**src/rtl/seq_alu.sv**
```systemverilog
// Registered WIDTH-bit ALU with valid/ready on both sides and an optional iterative MUL.
// Define SEQ_ALU_MUL_EN to build the shift-add multiplier; otherwise op 110 reports illegal.
module seq_alu #(
    parameter int unsigned WIDTH = 8
) (
    input  logic             Clk,
    input  logic             Reset,
    input  logic             in_valid,
    output logic             in_ready,
    input  logic [2:0]       op,
    input  logic [WIDTH-1:0] a,
    input  logic [WIDTH-1:0] b,
    output logic             out_valid,
    input  logic             out_ready,
    output logic [WIDTH-1:0] result,
    output logic             zero,
    output logic             carry,
    output logic             illegal
);

    localparam int unsigned SHW = $clog2(WIDTH);
    localparam logic [SHW:0] WidthVal = (SHW + 1)'(WIDTH);

    localparam logic [1:0] StIdle = 2'd0;
    localparam logic [1:0] StDone = 2'd2;
`ifdef SEQ_ALU_MUL_EN
    localparam logic [1:0] StExec = 2'd1;
`endif

    localparam logic [2:0] OpXor = 3'b000;
    localparam logic [2:0] OpEq  = 3'b001;
    localparam logic [2:0] OpAdd = 3'b010;
    localparam logic [2:0] OpAnd = 3'b011;
    localparam logic [2:0] OpRol = 3'b100;
    localparam logic [2:0] OpSub = 3'b101;
    localparam logic [2:0] OpMul = 3'b110;
    localparam logic [2:0] OpRor = 3'b111;

    logic [1:0]       state_q, state_d;
    logic [WIDTH-1:0] result_q, result_d;
    logic             zero_q, zero_d;
    logic             carry_q, carry_d;
    logic             illegal_q, illegal_d;

`ifdef SEQ_ALU_MUL_EN
    logic [2*WIDTH-1:0] mcand_q, mcand_d;
    logic [WIDTH-1:0]   mplier_q, mplier_d;
    logic [2*WIDTH-1:0] acc_q, acc_d;
    logic [SHW:0]       cnt_q, cnt_d;
`endif

    logic             accept;
    logic [WIDTH:0]   sum;
    logic [WIDTH:0]   diff;
    logic [SHW-1:0]   amt;
    logic [SHW:0]     amt_inv;
    logic [WIDTH-1:0] alu_res;
    logic             alu_carry;
    logic             alu_illegal;

    assign in_ready = !Reset && ((state_q == StIdle) || ((state_q == StDone) && out_ready));
    assign accept   = in_valid && in_ready;

    assign out_valid = (state_q == StDone);
    assign result    = result_q;
    assign zero      = zero_q;
    assign carry     = carry_q;
    assign illegal   = illegal_q;

    // Rotates use a complementary shift; amount 0 makes the second shift WIDTH, which yields 0.
    assign amt     = b[SHW-1:0];
    assign amt_inv = WidthVal - {1'b0, amt};
    assign sum     = {1'b0, a} + {1'b0, b};
    assign diff    = {1'b0, a} - {1'b0, b};

    always_comb begin
        alu_res     = '0;
        alu_carry   = 1'b0;
        alu_illegal = 1'b0;
        case (op)
            OpXor: alu_res = a ^ b;
            OpEq:  alu_res = {{(WIDTH - 1){1'b0}}, (a != b)};
            OpAdd: begin
                alu_res   = sum[WIDTH-1:0];
                alu_carry = sum[WIDTH];
            end
            OpAnd: alu_res = a & b;
            OpRol: alu_res = (a << amt) | (a >> amt_inv);
            OpSub: begin
                alu_res   = diff[WIDTH-1:0];
                alu_carry = diff[WIDTH];
            end
            OpMul: begin
`ifndef SEQ_ALU_MUL_EN
                alu_res     = '1;
                alu_illegal = 1'b1;
`endif
            end
            OpRor: alu_res = (a >> amt) | (a << amt_inv);
            default: alu_res = '0;
        endcase
    end

    always_comb begin
        state_d   = state_q;
        result_d  = result_q;
        zero_d    = zero_q;
        carry_d   = carry_q;
        illegal_d = illegal_q;
`ifdef SEQ_ALU_MUL_EN
        mcand_d   = mcand_q;
        mplier_d  = mplier_q;
        acc_d     = acc_q;
        cnt_d     = cnt_q;
`endif
        case (state_q)
            StIdle, StDone: begin
                if ((state_q == StDone) && out_ready) begin
                    state_d = StIdle;
                end
                if (accept) begin
`ifdef SEQ_ALU_MUL_EN
                    if (op == OpMul) begin
                        state_d  = StExec;
                        mcand_d  = {{WIDTH{1'b0}}, a};
                        mplier_d = b;
                        acc_d    = '0;
                        cnt_d    = '0;
                    end else
`endif
                    begin
                        state_d   = StDone;
                        result_d  = alu_res;
                        zero_d    = (alu_res == '0);
                        carry_d   = alu_carry;
                        illegal_d = alu_illegal;
                    end
                end
            end
`ifdef SEQ_ALU_MUL_EN
            StExec: begin
                // WIDTH add-and-shift iterations, then one cycle to publish the product.
                if (cnt_q != WidthVal) begin
                    if (mplier_q[0]) begin
                        acc_d = acc_q + mcand_q;
                    end
                    mcand_d  = mcand_q << 1;
                    mplier_d = mplier_q >> 1;
                    cnt_d    = cnt_q + {{SHW{1'b0}}, 1'b1};
                end else begin
                    state_d   = StDone;
                    result_d  = acc_q[WIDTH-1:0];
                    zero_d    = (acc_q[WIDTH-1:0] == '0);
                    carry_d   = |acc_q[2*WIDTH-1:WIDTH];
                    illegal_d = 1'b0;
                    cnt_d     = '0;
                end
            end
`endif
            default: state_d = StIdle;
        endcase
    end

    always_ff @(posedge Clk) begin
        if (Reset) begin
            state_q   <= StIdle;
            result_q  <= '0;
            zero_q    <= 1'b0;
            carry_q   <= 1'b0;
            illegal_q <= 1'b0;
`ifdef SEQ_ALU_MUL_EN
            mcand_q   <= '0;
            mplier_q  <= '0;
            acc_q     <= '0;
            cnt_q     <= '0;
`endif
        end else begin
            state_q   <= state_d;
            result_q  <= result_d;
            zero_q    <= zero_d;
            carry_q   <= carry_d;
            illegal_q <= illegal_d;
`ifdef SEQ_ALU_MUL_EN
            mcand_q   <= mcand_d;
            mplier_q  <= mplier_d;
            acc_q     <= acc_d;
            cnt_q     <= cnt_d;
`endif
        end
    end

endmodule

```
**config.mk**
```make
export PLATFORM = sky130hd
export DESIGN_NAME = seq_alu
export DESIGN_NICKNAME = d
export VERILOG_FILES = /design/src/rtl/seq_alu.sv
export SDC_FILE = /design/constraint.sdc
export NUM_CORES = 1
export LEC_CHECK = 0
export CAP_MARGIN = 20
export CORE_UTILIZATION = 52
export CTS_CLUSTER_SIZE = 10
export DETAILED_ROUTE_END_ITERATION = 12
export PLACE_DENSITY = 0.79
export SLEW_MARGIN = 40
export SYNTH_ARGS = -nofsm -noshare
export SYNTH_HDL_FRONTEND = slang
export SYNTH_SLANG_ARGS = --single-unit
export TNS_END_PERCENT = 100
```
**constraint.sdc**
```tcl
create_clock -name Clk -period 3.05 [get_ports Clk]
set_input_delay 0.305 -clock Clk [delete_from_list [all_inputs] [get_ports Clk]]
set_output_delay 0.305 -clock Clk [all_outputs]
set_load 0.05 [all_outputs]
```
Word level (Yosys, flattened, before mapping). Cells that the tools add are included.

Bits in registers: 12. Input bits: 23. Output and inout port bits: 13.

Add/sub/neg operators: 3. Equal/unequal tests: 8. Shift operators: 4. Muxes and demuxes: 5. Bitwise operators: 5. Reductions and logical operators: 12.

Operators with widths (number): 8-bit case mux with 8 select lines (1); 8-bit bitwise OR (2); 3-bit == test (second input constant) (4); 8-bit by 8-bit adder with 9-bit output (1); 8-bit by 8-bit subtractor with 9-bit output (1); 8-bit AND (1); 8-bit logical NOT (1); 8-bit != test (1); 8-bit by 3-bit left shift with 8-bit output (1); 8-bit by 4-bit left shift with 8-bit output (1); 8-bit by 3-bit right shift with 8-bit output (1); 8-bit by 4-bit right shift with 8-bit output (1); 8-bit XOR (1); 3-bit by 2-bit == test with 1-bit output (second input constant) (2); 2-bit two-way mux (2); 2-bit OR reduction (2); 4-bit by 3-bit subtractor with 4-bit output (first input constant) (1); 3-bit by 1-bit == test with 1-bit output (second input constant) (1); 1-bit logical AND (3); 3-bit logical NOT (1); 2-bit logical NOT (1); 1-bit case mux with 2 select lines (1); 2-bit AND reduction (1); 2-bit nonzero test (1); 4 further kinds (4).

Longest topological paths before layout. Gate-level depths: netlist of run 1.

Depth after elaboration: 5. Mapped depth: 13.

Least setup slack after synthesis of run 1. No wires, ideal clock.

Path type: in2reg. Start point: in b[1]. End point: reg zero_q, in the netlist zero. Data arrival time: 3068 ps. Required time: 2991 ps. Path slack: -77 ps. Stages on the path: 11. Path buffers: 2. Cells stage by stage: buf_6 -> buf_2 -> clkinv_1 -> ha_1 -> mux4_2 -> a221oi_2 -> a221oi_1 -> a211oi_1 -> or4b_1 -> nor4_2 -> a31o_1.

Longest elaborated chain between the ends: 5. Elaborated cells between the ends (all ways): 14. Those cells by class: add/sub: 3; eq/ne: 1; shift: 4; mux: 1; bitwise: 4; reduce/logical: 1.

Ends and longest elaborated chain: start, declared (line 12) `input logic [WIDTH-1:0] b,`; 4-bit by 3-bit subtractor with 4-bit output (line 72) `assign amt_inv = WidthVal - {1'b0, amt};`; 8-bit by 4-bit left shift with 8-bit output / 8-bit by 4-bit right shift with 8-bit output (equally long branches) (line 99, 88); 8-bit bitwise OR, on equally long branches (line 99, 88); 8-bit case mux with 8 select lines (*) (line 80) `case (op)`; 8-bit logical NOT (*) (line 134) `zero_d = (alu_res == '0);`; end signal, assigned (line 180) `zero_q <= zero_d;`; end, declared (line 41) `logic zero_q, zero_d;`.

Every way passes the cells marked *; elsewhere a longest branch is shown, timed or not. A chain may end at the register's enable or synchronous reset.

Worst setup path after layout of run 1.
Start point: in b[2]. End point: reg zero_q, in the netlist zero.

The elaborated chain is that of the path after synthesis.

==> flow_summary_export.csv, run 1 <==
group,metric,value,unit
floorplanning,die_w,74.89,um
critical_path,crit_type,"in2reg",
floorplanning,dieHeight,74.89,um
clock_tree,cts_tree,"built",
pwr,swShare,42.05,%
drt,vias,3415,
critical_path,startpoint_type,"input port",
logic_synthesis,ys.flop_type,"dfxtp_1",
final_layout,final_common_cell,"buf_4",
timing,setup_viol,0,
critical_path,cp_max_fo,14,
timing,fmaxAchievable,336.3,MHz
timing,finalCriticalPeriod,2.974,ns
pwr,switchingPower,0.4387,mW
timing,tns,0,ns
logic_synthesis,avgSynthCellArea,7.387,um^2
critical_path,reg2reg_from,"state_q[1]",
critical_path,worst_path_largest_cell_delay,0.53,ns
timing,tightest_slew,0.5332,ns
grt,grt_pass1_wl,14.98,mm
final_layout,drive_above_1_share,28.23,%
final_layout,antenna_cells,0,
floorplanning,start_util,54.09,%
pwr,combPwrFrac,66.7,%
pwr,clock_power_share,16.4,%
drt,drtIter0Drc,440,
logic_synthesis,async_flop_share,0,%
drt,drc,0,
logic_synthesis,netlist_top_cells_area,"dfxtp_1, ha_1, mux4_2",
floorplanning,fp-row-count,26,
logic_synthesis,synthMuxAreaShare,16.30,%
timing,slew_violations,0,
critical_path,crit_chain,"clkdlybuf4s50_1 > buf_4 > xor2_1 > mux2i_1 > nor3_1 > o211ai_1 > a22oi_2 > or4b_4 > nor4_2 > a31o_1",
timing,hold_violations,0,
critical_path,required,3.24,ns
logic_synthesis,synth_xor_area_share,1.268,%
drt,vias_per_cell,6.480,
placement,port_buffers,35,
placement,finalWeightedCongestion,0.9767,
clock_tree,htree_levels,1,
critical_path,crit_slowest_cell,"or4b_4",
logic_synthesis,syn-cell-area,2763,um^2
logic_synthesis,synth_compound_area_share,28.40,%
pwr,p_int,0.6045,mW
logic_synthesis,synth_top_cell_by_area,"dfxtp_1",
clock_tree,cts_buffers,3,
clock_tree,clock_latency,0.24,ns
grt,grt_max_degree,20,
grt,grt_usage,35.06,%
pwr,power_density,277.6,nW/um^2
logic_synthesis,synth_top_family_by_area,"compound AO/OA/AOI/OAI gates",
logic_synthesis,synth_warnings,0,
drt,wl,9.911,mm
logic_synthesis,synth_top_area_share,8.696,%
hold_path,hp-start,"result[3]",
timing,worst_clock_skew,0.001234,ns
timing,slew_headroom,64.34,%
placement,dp_hpwl,7.669,mm
grt,antenna_found_initial,0,
timing,timing.final.crit_share,97.50,%
logic_synthesis,ys_ff_latch,12,
final_layout,mostFrequentLayoutCells,"buf_4, nand2_1, clkdlybuf4s50_1, nor2_1, o21ai_0",
final_layout,synthToLayoutAreaGrowth,36.05,%
floorplanning,die_area,5609,um^2
critical_path,critPathCaptureType,"register",
logic_synthesis,syn-num-nets,418,
clock_tree,clock-sinks,12,
clock_tree,cts_root_buf,"clkbuf_8",
critical_path,cp-startpoint,"b[2]",
logic_synthesis,post_synth_and_or_nand_nor_area_fraction,26.86,%
clock_tree,clk_pin_slew,0.05,ns
pwr,peakVddDrop,218.3,uV
logic_synthesis,synthCells,374,
floorplanning,core_area,5107,um^2
drt,routedWlPerCell,18.81,um
job,maxCapViolCount,0,
clock_tree,cts_setup_buffers,0,
grt,grt_pass1_vias,3082,
critical_path,worstPathArrival,3.16,ns
logic_synthesis,synth_edf_count,0,
pwr,p_leak,1.558,nW
clock_tree,clock_path_buffers,2,
timing,worst_slack,0.07620,ns
drt,firstDrtPassIters,5,
grt,overflow,0,
pwr,finalPower,1.043,mW
pwr,seq_power_share,16.9,%
logic_synthesis,ys_types,67,
hold_path,holdCritPathClass,"reg2reg",
final_layout,fin_nets,502,
floorplanning,io_pins,36,
drt,drtAntennaViolNets,0,
logic_synthesis,seq_area_frac_synth,8.696,%
logic_synthesis,synth-adder-area-share,10.05,%
placement,place_ws,-0.3188,ns
run_status,status,"completed",
==> per-layer routing <==
metal | GRT usage [%] | vias to the layer above | wire (um) | part of all wire [%]
met5 | 0 | - | 0 | 0
met3 | 2.276 | 41 | 870 | 8.8
met2 | 61.76 | 214 | 4768 | 48
met1 | 44.52 | 1599 | 3920 | 40
met4 | 14.05 | 0 | 351 | 3.5
li1 | - | 1561 | - | -
==> critical path: cells and delay by family <==
kind,cells,cell delay (ns)
AO/OA/AOI/OAI,3,0.60
XOR/XNOR,1,0.32
buffers and inverters,2,0.76
multiplexers,1,0.30
AND/OR/NAND/NOR,3,0.88
==> cell usage after synthesis, types with 12 or more instances <==
cell and instances:
ha_1 19, a21oi_1 19, inv_1 18, nor2b_1 12, nand2b_1 12, o21ai_0 31
a211oi_1 13, nand2_1 31, buf_2 12, dfxtp_1 12, clkbuf_1 14, nor2_1 27
==> timing repair <==
item,CTS,global route
pin swaps,0,8
gates resized for setup,3,25
setup endpoints to repair,1,5
hold buffers,0,0
==> flip-flops by register name, summed over array words and instances, names as in the netlist <==
signal,cells
carry,1
zero,1
illegal,1
state_q,1
result,8
==> power groups by stage <==
| stage | combinational (mW) | clock (mW) | sequential, mW |
|---|---|---|---|
| 5_1_grt | 0.741 | 0.182 | 0.178 |
| 3_5_place_dp | 0.657 | 0 | 0.179 |
| 2_1_floorplan | 0.342 | 0 | 0.224 |
| 4_1_cts | 0.662 | 0.175 | 0.176 |
| 3_3_place_gp | 0.650 | 0 | 0.179 |
| 6_report | 0.696 | 0.171 | 0.176 |
==> area by class of cell <==
type / instances / area [um^2]
Clock buffer: 4 / 55.05
Fill cell: 435 / 1349
Timing Repair Buffer: 110 / 927.1
Multi-Input combinational cell: 311 / 2371
Tap cell: 70 / 87.58
Inverter: 20 / 77.57
Sequential cell: 12 / 240.2
==> path summary, 6_finish.rpt <==
check,endpoint,cells past startpoint,slack [ns]
min reg2reg,result[3],2,0.50
max,zero,10,0.08
min,result[3],2,0.50
max reg2reg,zero,6,1.33
==> per-stage QoR <==
stage / cells / utilization (%) / hold WS (ns) / cell area, um^2
6_report: 527 / 73.59 / 0.4976 / 3759
5_1_grt: 527 / 73.59 / 0.5300 / 3759
4_1_cts: 527 / 72.02 / 0.4972 / 3679
3_5_place_dp: 523 / 70.87 / 0.4813 / 3620
3_3_place_gp: 523 / 70.87 / 0.4685 / 3620
2_1_floorplan: 374 / - / 0.4257 / 2776
==> cells by family after synthesis <==
| logic type | Yosys count |
|---|---|
| buf+inv | 51 |
| fa+ha+maj | 21 |
| xor+xnor | 4 |
| simple gates | 140 |
| flops | 12 |
| compound gates | 115 |
| mux | 31 |
Note: power is estimated with default switching activity, not from simulation.
==> inputs of run 2 (changes only) <==
- CELL_PAD_IN_SITES_DETAIL_PLACEMENT: default -> 1
- CELL_PAD_IN_SITES_GLOBAL_PLACEMENT: default -> 1
- CORE_UTILIZATION: 52 -> 38
- PLACE_DENSITY: 0.79 -> default
- PLACE_DENSITY_LB_ADDON: default -> 0.1
==> flow_summary_export.csv, run 2 (synthesized netlist as in run 1, its figures left out) <==
group,metric,value,unit
drt,vias,3340,
run_status,status,"completed",
grt,grt_pass1_vias,3469,
final_layout,final_common_cell,"buf_4",
timing,fmaxAchievable,343.8,MHz
clock_tree,hold_buffers,0,
grt,grt_max_degree,26,
grt,grt_pass1_wl,18.55,mm
drt,drtAntennaViolNets,0,
timing,tns,0,ns
placement,port_buffers,35,
timing,timing.final.crit_share,95.36,%
hold_path,min_path_cells,2,
critical_path,crit_type,"in2reg",
final_layout,drive_above_1_share,28.66,%
timing,whs,0.4941,ns
drt,drtIter0Drc,127,
hold_path,holdPathEnd,"result[7]",
timing,slew_violations,0,
grt,overflow,0,
clock_tree,clock-sinks,12,
clock_tree,htree_levels,1,
timing,slew_headroom,65.29,%
clock_tree,cts_tree,"built",
timing,hold_violations,0,
drt,drc,0,
placement,dp_hpwl,9.086,mm
pwr,power_density,277.2,nW/um^2
critical_path,reg2reg_depth,6,
final_layout,antenna_cells,0,
clock_tree,clock_path_buffers,2,
drt,firstDrtPassIters,4,
critical_path,r2r-end,"zero",
critical_path,cp_max_fo,14,
critical_path,worstPathArrival,3.10,ns
critical_path,critPathCaptureType,"register",
clock_tree,clock_latency,0.25,ns
floorplanning,die_area,7615,um^2
job,maxCapViolCount,0,
critical_path,required,3.24,ns
drt,vias_per_cell,5.891,
timing,finalCriticalPeriod,2.908,ns
final_layout,largest_reg_flops,8,
critical_path,reg2reg_from,"state_q[1]",
grt,antenna_found_initial,0,
pwr,p_leak,1.638,nW
critical_path,startpoint_type,"input port",
pwr,peakVddDrop,136.1,uV
hold_path,hp-start,"result[7]",
grt,grt_usage,31.64,%
floorplanning,fp-row-count,30,
hold_path,holdCritPathClass,"reg2reg",
floorplanning,start_util,40.00,%
final_layout,fin_nets,516,
timing,setup_viol,0,
floorplanning,io_pins,36,
clock_tree,cts_root_buf,"clkbuf_8",
floorplanning,core_area,6907,um^2
drt,wl,11.48,mm
clock_tree,cts_buffers,3,
floorplanning,die_w,87.27,um
timing,worst_clock_skew,0.005001,ns
placement,finalWeightedCongestion,0.9420,
timing,tightest_slew,0.5191,ns
final_layout,mostFrequentLayoutCells,"buf_4, nand2_1, clkdlybuf4s50_1, o21ai_0, nor2_1",
timing,rsz0062_at_grt,"false",
final_layout,fillers,905,
clock_tree,clk_pin_slew,0.06,ns
drt,routedWlPerCell,20.24,um
critical_path,r2r_slack,1.37,ns
final_layout,synthToLayoutAreaGrowth,41.12,%
floorplanning,dieHeight,87.27,um
-- run 2: changes by cell type in the layout (fill, tap and decap cells not counted), moves of 2 or more --
cell | before | now
fa_2 | 2 | 0
buf_4 | 73 | 86
ha_2 | 3 | 0
a2111oi_2 | 1 | 3
buf_12 | 0 | 2
a2111oi_0 | 3 | 1
ha_1 | 15 | 18
o21ai_1 | 6 | 4
fa_1 | 0 | 2
o21ai_0 | 27 | 29
-- run 2: final cells by class --
type,instances,area [um^2],area share [%]
Clock buffer,4,55.05,1.412
Timing Repair Buffer,124,1054,27.02
Multi-Input combinational cell,311,2354,60.37
Inverter,20,76.32,1.958
Sequential cell,12,240.2,6.162
Tap cell,96,120.1,3.081
-- run 2: timing repair --
item                       CTS  global route
buffers inserted             1             0
resized for setup            9             9
setup endpoints to repair    4             5
pin swaps                    3             2
-- run 2: through the flow --
step / area [um^2] / power, mW / util (%) / instances / setup WS [ns]
after floorplan: 2776 / 0.5665 / - / 374 / 0.08468
after global placement: 3775 / 0.8636 / 54.66 / 562 / -0.3430
after detailed placement: 3775 / 0.8795 / 54.66 / 562 / -0.4632
after CTS: 3875 / 1.075 / 56.11 / 567 / 0.01542
after global routing: 3899 / 1.147 / 56.45 / 567 / 0.02725
final: 3899 / 1.081 / 56.45 / 567 / 0.1416
-- run 2: layer usage --
metal	GRT usage (%)	vias up	wire, um
met1	41.62	1633	5053
met3	3.697	24	438
met2	53.91	87	5670
met4	9.836	0	314
li1	-	1596	-
met5	0	-	0
-- run 2: where the power goes --
group          internal (mW)  switching (mW)
Sequential             0.170         0.00683
Clock                  0.114          0.0645
Combinational          0.336           0.389
-- run 2: how the worst max path moves through the flow --
stage | from | to | slack (ns) | cells past startpoint
2_1_floorplan | b[2] | zero | 0.08 | 12
3_3_place_gp | b[1] | result[7] | -0.34 | 13
3_5_place_dp | b[0] | result[7] | -0.46 | 11
4_1_cts | b[0] | zero | 0.02 | 12
5_1_grt | b[2] | zero | 0.03 | 10
6_report | b[2] | zero | 0.14 | 10
-- run 2: worst max-delay path, cell delays in order --
cell             delay, ns
clkdlybuf4s50_1       0.50
buf_4                 0.24
xor2_1                0.32
mux2i_1               0.29
nor3_1                0.07
o211ai_1              0.35
a22oi_1               0.15
or4b_4                0.54
nor4_2                0.14
a31o_1                0.16
==> inputs of run 3 (changes only) <==
- ABC_AREA: default -> 1
- CORE_UTILIZATION: 38 -> 34
- CTS_CLUSTER_DIAMETER: default -> 150
- HOLD_SLACK_MARGIN: default -> 0.15
==> flow_summary_export.csv, run 3 <==
group,metric,value,unit
timing,timing.final.crit_share,86.57,%
timing,rsz0062_at_grt,"false",
logic_synthesis,async_flop_share,0,%
floorplanning,core_area,7292,um^2
final_layout,mostFrequentLayoutCells,"nand2_1, nand3_1, inv_1, clkdlybuf4s50_1, nor2_1",
logic_synthesis,avgSynthCellArea,5.495,um^2
critical_path,worstPathArrival,2.82,ns
final_layout,multiInputGateArea,2063,um^2
timing,slew_violations,0,
timing,tightest_slew,0.7528,ns
clock_tree,post_cts_resized,0,
final_layout,synthToLayoutAreaGrowth,22.53,%
grt,grt_usage,26.63,%
drt,drtIter0Drc,209,
critical_path,crit_family,"simple AND/OR/NAND/NOR gates",
critical_path,worst_path_largest_cell_delay,0.58,ns
logic_synthesis,syn-num-nets,514,
critical_path,required,3.23,ns
drt,vias,3334,
floorplanning,die_area,7948,um^2
logic_synthesis,syn-cell-area,2582,um^2
timing,worst_slack,0.4095,ns
critical_path,cp_max_fo,5,
logic_synthesis,synth_commonest_cells,"nand2_1, nand3_1, inv_1, nor2_1",
drt,routedWlPerCell,16.59,um
critical_path,startpoint_type,"input port",
floorplanning,io_pins,36,
clock_tree,clk_pin_slew,0.05,ns
floorplanning,dieHeight,89.15,um
critical_path,r2r-end,"zero",
critical_path,crit_type,"in2reg",
pwr,peakVddDrop,107.6,uV
critical_path,crit_chain,"clkdlybuf4s50_1 > inv_1 > ha_1 > fa_1 > inv_1 > nand2_1 > nand2_1 > nand3b_1 > nand2_1 > nand2_1 > nand3_1 > nand2_1 > nor2_1 > nand3_1 > nor3_1 > nand2_1 > a21oi_2",
clock_tree,clock_path_buffers,2,
critical_path,r2r_slack,1.58,ns
logic_synthesis,ys_ff_latch,12,
run_status,status,"completed",
final_layout,antenna_cells,0,
hold_path,hp-start,"result[6]",
floorplanning,fp-row-count,31,
placement,place_ws,0.1843,ns
hold_path,holdCritPathClass,"reg2reg",
grt,antenna_found_initial,0,
placement,dp_hpwl,8.385,mm
clock_tree,htree_levels,1,
critical_path,reg2reg_from,"state_q[1]",
critical_path,crit_path_frequent_cell,"nand2_1",
clock_tree,cts_root_buf,"clkbuf_8",
final_layout,utilization,43.39,%
final_layout,final_common_cell,"nand2_1",
placement,finalWeightedCongestion,0.9612,
logic_synthesis,synth_top_area_share,23.11,%
drt,firstDrtPassIters,5,
timing,tns,0,ns
final_layout,fin_nets,561,
clock_tree,cts_tree,"built",
timing,setup_viol,0,
final_layout,drive_above_1_share,10.87,%
floorplanning,start_util,35.42,%
logic_synthesis,netlist_top_cells_area,"nand2_1, nand3_1, dfxtp_1",
timing,fmaxAchievable,378.7,MHz
timing,slew_headroom,49.43,%
grt,grt_pass1_wl,16.23,mm
clock_tree,clock-sinks,12,
clock_tree,cts_buffers,3,
critical_path,critPathBufInv,3,
drt,vias_per_cell,5.430,
critical_path,reg2reg_depth,8,
logic_synthesis,synth_top_cell_by_area,"nand2_1",
drt,drc,0,
critical_path,crit_slowest_cell,"clkdlybuf4s50_1",
grt,overflow,0,
grt,grt_pass1_vias,3225,
timing,hold_violations,0,
logic_synthesis,seq_area_frac_synth,9.302,%
hold_path,min_path_cells,2,
clock_tree,cts_setup_buffers,0,
drt,wl,10.19,mm
final_layout,seq_area,240.2,um^2
logic_synthesis,ys_types,37,
logic_synthesis,yosysMostFrequentCell,"nand2_1",
job,maxCapViolCount,0,
logic_synthesis,synth_warnings,0,
final_layout,fillers,1076,
clock_tree,hold_buffers,0,
pwr,p_leak,1.648,nW
logic_synthesis,ys.flop_type,"dfxtp_1",
critical_path,critPathCaptureType,"register",
floorplanning,die_w,89.15,um
timing,worst_clock_skew,0.001149,ns
placement,port_buffers,35,
grt,grt_max_degree,20,
pwr,power_density,282.8,nW/um^2
final_layout,largest_reg_flops,8,
drt,drtAntennaViolNets,0,
critical_path,cp.depth,17,
clock_tree,clock_latency,0.24,ns
hold_path,holdPathEnd,"result[6]",
logic_synthesis,synth_edf_count,0,
timing,finalCriticalPeriod,2.641,ns
logic_synthesis,synthCells,470,
[run 3: cells by family after synthesis]
logic type | Yosys count | share of synthesized area (%)
simple gates | 327 | 59.93
compound gates | 44 | 9.206
fa+ha+maj | 21 | 10.76
buf+inv | 66 | 10.80
flops | 12 | 9.302
[run 3: worst register-to-register path: cells and delay by family (launching register included)]
family                 cells  cell delay [ns]
AOI/OAI and AO/OA          3             0.52
and+or+nand+nor            4             0.37
DFF                        1             0.31
buffers and inverters      1             0.20
[run 3: metrics by stage]
| stage | hold slack [ns] | area (um^2) | power [mW] | std cells |
|---|---|---|---|---|
| finish | 0.4696 | 3164 | 0.8948 | 614 |
| global placement | 0.4608 | 3123 | 0.7411 | 611 |
| floorplan | 0.3674 | 2582 | 0.5512 | 470 |
| detailed placement | 0.4654 | 3123 | 0.7494 | 611 |
| global route | 0.5145 | 3164 | 0.9654 | 614 |
| CTS | 0.4737 | 3164 | 0.8930 | 614 |
[run 3: worst max path at each step]
| stage | slack [ns] | from | to |
|---|---|---|---|
| 2_1_floorplan | 0.71 | state_q[1] | zero |
| 5_1_grt | 0.20 | a[0] | zero |
| 3_5_place_dp | 0.18 | a[0] | zero |
| 6_report | 0.41 | a[0] | zero |
| 3_3_place_gp | 0.23 | a[0] | zero |
| 4_1_cts | 0.43 | a[0] | zero |
[run 3: cell type report]
| class | count | share of cell area [%] |
|---|---|---|
| multi-input cells | 392 | 65.20 |
| repair buffers | 52 | 15.10 |
| flip-flops and latches | 12 | 7.592 |
| inverters | 56 | 6.880 |
| well taps | 99 | 3.915 |
| clock buffers | 3 | 1.305 |
[run 3: power breakdown]
| group | total [mW] | internal [mW] | switching [mW] |
|---|---|---|---|
| sequential | 0.180 | 0.172 | 0.00818 |
| combinational | 0.573 | 0.197 | 0.376 |
| clock | 0.142 | 0.0868 | 0.0554 |
| total | 0.895 | 0.455 | 0.439 |
[run 3: layer usage]
layer  track usage [%]  vias up  wire (um)
met4             5.916        0        153
met2             43.65      103       4624
li1                  -     1640          -
met3             1.200       15        517
met1             38.49     1576       4892
met5                 0        -          0
